$ cat src/rtl/rsc_pkg.sv
// Shared types, default polynomials and the masked-XOR helper for the RSC
// encoder and any trellis-table consumers.
package rsc_pkg;

    typedef enum logic {
        ST_DATA = 1'b0,
        ST_TAIL = 1'b1
    } rsc_state_e;

    localparam int         RSC_MEM_MAX     = 8;
    localparam int         RSC_MEM_DEFAULT = 3;
    localparam logic [3:0] RSC_FB_DEFAULT  = 4'b1101;
    localparam logic [3:0] RSC_FF_DEFAULT  = 4'b1011;

    // Bit i of taps carries the tap value for the D^i coefficient.
    function automatic logic masked_xor(input logic [RSC_MEM_MAX:0] poly,
                                        input logic [RSC_MEM_MAX:0] taps);
        return ^(poly & taps);
    endfunction

endpackage

$ cat src/rtl/rsc_trellis_step.sv
// One combinational trellis step: (u, state, tail) -> (sys, par, next_state).
// In tail mode the input is forced to the feedback value, so a = 0.
module rsc_trellis_step
    import rsc_pkg::*;
#(
    parameter int           MEM     = RSC_MEM_DEFAULT,
    parameter logic [MEM:0] FB_POLY = RSC_FB_DEFAULT,
    parameter logic [MEM:0] FF_POLY = RSC_FF_DEFAULT
) (
    input  logic           u_i,
    input  logic [MEM-1:0] state_i,
    input  logic           tail_i,
    output logic           sys_o,
    output logic           par_o,
    output logic [MEM-1:0] next_state_o
);

    logic [RSC_MEM_MAX:0] fb_ext;
    logic [RSC_MEM_MAX:0] ff_ext;
    logic [RSC_MEM_MAX:0] taps;
    logic [RSC_MEM_MAX:0] taps_par;
    logic                 fb;
    logic                 a;

    always_comb begin
        fb_ext = '0;
        ff_ext = '0;
        taps   = '0;
        for (int i = 0; i <= MEM; i++) begin
            fb_ext[i] = FB_POLY[i];
            ff_ext[i] = FF_POLY[i];
        end
        // s1 lives in the MSB of the state vector
        for (int i = 1; i <= MEM; i++) begin
            taps[i] = state_i[MEM-i];
        end
        fb          = masked_xor(fb_ext, taps);
        sys_o       = tail_i ? fb : u_i;
        a           = sys_o ^ fb;
        taps_par    = taps;
        taps_par[0] = a;
        par_o       = masked_xor(ff_ext, taps_par);
    end

    assign next_state_o = {a, state_i[MEM-1:1]};

endmodule

$ cat src/rtl/rsc_encoder.sv
// RSC constituent encoder: valid/ready bit input, registered (sys, par) output.
// Define RSC_TAIL_EN to append MEM termination beats so each frame ends in state 0.
//
// state   | meaning
// ST_DATA | accepting information bits, one per free output slot
// ST_TAIL | emitting MEM termination beats, input stalled
module rsc_encoder
    import rsc_pkg::*;
#(
    parameter int           MEM     = RSC_MEM_DEFAULT,
    parameter logic [MEM:0] FB_POLY = RSC_FB_DEFAULT,
    parameter logic [MEM:0] FF_POLY = RSC_FF_DEFAULT
) (
    input  logic           clk,
    input  logic           rst,
    input  logic           s_valid,
    output logic           s_ready,
    input  logic           s_bit,
    input  logic           s_last,
    output logic           m_valid,
    input  logic           m_ready,
    output logic           m_sys,
    output logic           m_par,
    output logic           m_tail,
    output logic           m_last,
    output logic [MEM-1:0] state
);

`ifdef RSC_TAIL_EN
    localparam int CNT_W = $clog2(MEM + 1);
    logic [CNT_W-1:0] cnt_q, cnt_d;
`endif

    rsc_state_e     fsm_q, fsm_d;
    logic [MEM-1:0] state_q, state_d;
    logic           m_valid_q, m_valid_d;
    logic           sys_q, sys_d;
    logic           par_q, par_d;
    logic           tail_q, tail_d;
    logic           last_q, last_d;

    logic           out_free;
    logic           step_sys;
    logic           step_par;
    logic [MEM-1:0] step_next;

    assign out_free = !m_valid_q || m_ready;
    assign s_ready  = (fsm_q == ST_DATA) && out_free && !rst;

    rsc_trellis_step #(
        .MEM     (MEM),
        .FB_POLY (FB_POLY),
        .FF_POLY (FF_POLY)
    ) u_step (
        .u_i          (s_bit),
        .state_i      (state_q),
        .tail_i       (fsm_q == ST_TAIL),
        .sys_o        (step_sys),
        .par_o        (step_par),
        .next_state_o (step_next)
    );

    always_comb begin
        fsm_d     = fsm_q;
        state_d   = state_q;
        m_valid_d = m_valid_q && !m_ready;
        sys_d     = sys_q;
        par_d     = par_q;
        tail_d    = tail_q;
        last_d    = last_q;
`ifdef RSC_TAIL_EN
        cnt_d     = cnt_q;
`endif
        case (fsm_q)
            ST_DATA: begin
                if (s_valid && s_ready) begin
                    m_valid_d = 1'b1;
                    sys_d     = step_sys;
                    par_d     = step_par;
                    tail_d    = 1'b0;
                    state_d   = step_next;
`ifdef RSC_TAIL_EN
                    last_d    = 1'b0;
                    if (s_last) begin
                        fsm_d = ST_TAIL;
                        cnt_d = CNT_W'(MEM);
                    end
`else
                    // Unterminated frames: restart the next frame from zero
                    last_d    = s_last;
                    if (s_last) begin
                        state_d = '0;
                    end
`endif
                end
            end
            default: begin
`ifdef RSC_TAIL_EN
                if (out_free) begin
                    m_valid_d = 1'b1;
                    sys_d     = step_sys;
                    par_d     = step_par;
                    tail_d    = 1'b1;
                    state_d   = step_next;
                    last_d    = (cnt_q == CNT_W'(1));
                    cnt_d     = cnt_q - CNT_W'(1);
                    if (cnt_q == CNT_W'(1)) begin
                        fsm_d = ST_DATA;
                    end
                end
`else
                fsm_d = ST_DATA;
`endif
            end
        endcase
    end

    always_ff @(posedge clk or posedge rst) begin
        if (rst) begin
            fsm_q     <= ST_DATA;
            state_q   <= '0;
            m_valid_q <= 1'b0;
            sys_q     <= 1'b0;
            par_q     <= 1'b0;
            tail_q    <= 1'b0;
            last_q    <= 1'b0;
`ifdef RSC_TAIL_EN
            cnt_q     <= '0;
`endif
        end else begin
            fsm_q     <= fsm_d;
            state_q   <= state_d;
            m_valid_q <= m_valid_d;
            sys_q     <= sys_d;
            par_q     <= par_d;
            tail_q    <= tail_d;
            last_q    <= last_d;
`ifdef RSC_TAIL_EN
            cnt_q     <= cnt_d;
`endif
        end
    end

    assign m_valid = m_valid_q;
    assign m_sys   = sys_q;
    assign m_par   = par_q;
    assign m_tail  = tail_q;
    assign m_last  = last_q;
    assign state   = state_q;

endmodule

$ cat config.mk
export PLATFORM = sky130hd
export DESIGN_NAME = rsc_encoder
export DESIGN_NICKNAME = d
export VERILOG_FILES = /design/src/rtl/rsc_pkg.sv /design/src/rtl/rsc_trellis_step.sv /design/src/rtl/rsc_encoder.sv
export SDC_FILE = /design/constraint.sdc
export NUM_CORES = 1
export LEC_CHECK = 0
export ABC_AREA = 1
export BUFFER_PORTS_ARGS = -buffer_cell sky130_fd_sc_hd__buf_4
export CORE_AREA = 2 2 39 41
export DETAILED_ROUTE_END_ITERATION = 12
export DIE_AREA = 0 0 41 43
export GPL_TIMING_DRIVEN = 0
export HOLD_SLACK_MARGIN = 0.08
export PLACE_DENSITY_LB_ADDON = 0.3
export SLEW_MARGIN = 10
export SYNTH_ARGS = -nofsm -noshare
export SYNTH_HDL_FRONTEND = slang
export SYNTH_SLANG_ARGS = --single-unit
$ cat constraint.sdc
create_clock -name clk -period 0.8 [get_ports clk]
set_input_delay 0.08 -clock clk [delete_from_list [all_inputs] [get_ports clk]]
set_output_delay 0.08 -clock clk [all_outputs]
set_load 0.02 [all_outputs]
==> qor.txt <==
Status - finished with violations
Failing checks - setup timing
First drt pass iteration count - 2
YS warnings - 0
Setup TNS - -1.97 ns
Sink Count - 7
Busiest grt layer - met2
Via-to-Cell Ratio - 4.16
WL/cell - 8.71 um
Post-route antenna net violation count - 0
RSZ-0062 raised after global routing - true
Starting Density - 0.257
Sequential element share of the synthesized area - 0.493
Reg clk slew, reported paths - 0.06 ns
Net Count, Synth - 52
Max Slew Vio Count - 0
Leading cell type in the layout, fill and taps excluded - nand2_1
Ant. Diodes - 0
DRT iter0 DRCs - 3
Post-layout min period - 1.01 ns
CP Launch Type - register
Largest net degree at the start of global routing - 11
Worst skew pair latency - 0.25 ns
Vias in the first global route - 302
Final setup viols - 15
Total power - 1.24 mW
Die footprint - 1760 um2
Via count - 370
Die Height - 43 um
DRT Wirelength - 775 um
Tcrit/Tclk final - 1.27
Hpwl dp - 492 um
Setup crit end kind - primary output
GR Util All Layers - 0.101
Clock skew - 0.00525 ns
Worst-path fanout max - 2
Met1 Use GR - 0.0885
Reg2reg start - m_valid$_DFF_PP0_
CTS tree - yes
Root buffer cell - clkbuf_4
Reg-to-reg slack, setup - -0.21 ns
Fill count - 137
Leak - 0.355 nW
Rows - 14
Layout cells sized above 1 - 0.452
Port Buffers - 13
Total core area - 1380 um2
Ports - 15
Hold_ws - 0.107 ns
Nets - 80
Max-cap viol count - 0
Initial antenna violation count - 0
Global-route wire length before repair - 1110 um
Mapped Area - 355 um2
WP data arrival - 0.93 ns
Cell count after synthesis - 46
# DRC - 0
Synth Register Bits - 7
GP Congestion - 0.691
Most frequent cells in the layout - nand2_1, buf_4, inv_1, buf_6, dfrtp_1
Final WS setup - -0.214 ns
Chip width - 41 um
Distinct cells, synth - 12
Area delta synth->final - 79.6%
Total global routing overflow - 0
R2R depth - 6
Crit Path Category - reg2out
Peak VDD IR - 669 uV
Hold Crit Class - in2reg
GR Layer Usage met3 - 0.0471
Syn avg cell area - 7.72 um2
GR met2 Demand/Resource - 0.153
Worst Path Required - 0.72 ns
Worst Setup SP - m_valid$_DFF_PP0_
Crit path capture - s_ready
# H-tree levels - 1
FF-to-FF End - state[2]$_DFFE_PP0P_
CTS max path bufs - 2
CTS buffer count - 3
FMAX - 986 MHz
PwrDens - 1940 nW/um2
Hold Fails Final Rpt - 0
cells by family after synthesis:
| family | after synthesis | synth area share |
|---|---|---|
| buf+inv | 10 | 0.116 |
| simple gates | 26 | 0.352 |
| flops | 7 | 0.493 |
| other cells | 1 | 0.0106 |
| compound gates | 2 | 0.0281 |
final cells by class:
| cell class | count | area (um2) | area share |
|---|---|---|---|
| Sequential cell | 7 | 178 | 0.278 |
| Multi-Input combinational cell | 30 | 164 | 0.257 |
| Buffer | 1 | 7.51 | 0.0118 |
| Inverter | 9 | 33.8 | 0.0529 |
| Tap cell | 16 | 20.0 | 0.0314 |
| Clock buffer | 4 | 26.3 | 0.0412 |
| Timing Repair Buffer | 22 | 209 | 0.327 |
cell usage after synthesis:
cell type | count | share of area
nand2_1 | 20 | 0.21
inv_1 | 8 | 0.085
dfrtp_1 | 7 | 0.49
nand3_1 | 3 | 0.042
a21oi_1 | 1 | 0.014
buf_4 | 1 | 0.021
conb_1 | 1 | 0.011
inv_2 | 1 | 0.011
nand2_2 | 1 | 0.018
nand3_4 | 1 | 0.049
nor2_4 | 1 | 0.032
o21ai_0 | 1 | 0.014
how the worst min path moves through the flow:
stage | startpoint | endpoint | slack (ns) | cells past startpoint
3_3_place_gp | rst | m_last$_DFFE_PP0P_ | 0.009 | 2
3_5_place_dp | rst | m_last$_DFFE_PP0P_ | 0.01 | 2
5_1_grt | s_bit | m_sys$_DFFE_PP0P_ | 0.11 | 3
6_report | s_bit | m_sys$_DFFE_PP0P_ | 0.11 | 3
4_1_cts | s_bit | m_sys$_DFFE_PP0P_ | 0.12 | 3
2_1_floorplan | rst | m_last$_DFFE_PP0P_ | -0.13 | 1
repair_timing:
item / CTS / global route
pin swaps: 2 / 4
cloned: 0 / 1
setup buffers: 6 / 1
hold endpoints to repair: 10 / 0
setup endpoints to repair: 15 / 15
hold buffers: 2 / 0
gates resized for setup: 9 / 2
where the power goes:
group | leakage (nW) | internal [mW] | switching, mW
sequential | 0.0856 | 0.411 | 0.0417
combinational | 0.254 | 0.244 | 0.220
clock | 0.0150 | 0.190 | 0.132
total | 0.355 | 0.846 | 0.394
worst max-delay path, cell delays in order, from the launching register on:
cell     delay, ns
dfrtp_2       0.42
nand2_4       0.08
nand2_2       0.05
inv_2         0.05
buf_6         0.10
layer usage:
layer / wire length (um) / part of all wire / up-vias
li1: - / - / 189
met1: 320 / 0.41 / 171
met2: 409 / 0.53 / 8
met3: 33 / 0.043 / 2
met4: 12 / 0.015 / 0
met5: 0 / 0 / -
stage by stage:
stage	worst slack, ns	std cells	area, um2	utilization
after floorplan	-0.158	46	358	-
after global placement	-0.155	75	475	0.344
after detailed placement	-0.160	75	475	0.344
after CTS	-0.232	87	613	0.443
after global routing	-0.276	89	638	0.461
final	-0.214	89	638	0.461
registers in the layout, summed over array words and instances, names as in the netlist:
name / count
m_sys: 1
m_last: 1
state: 3
m_par: 1
m_valid: 1
(Power assumes the default switching activity.)
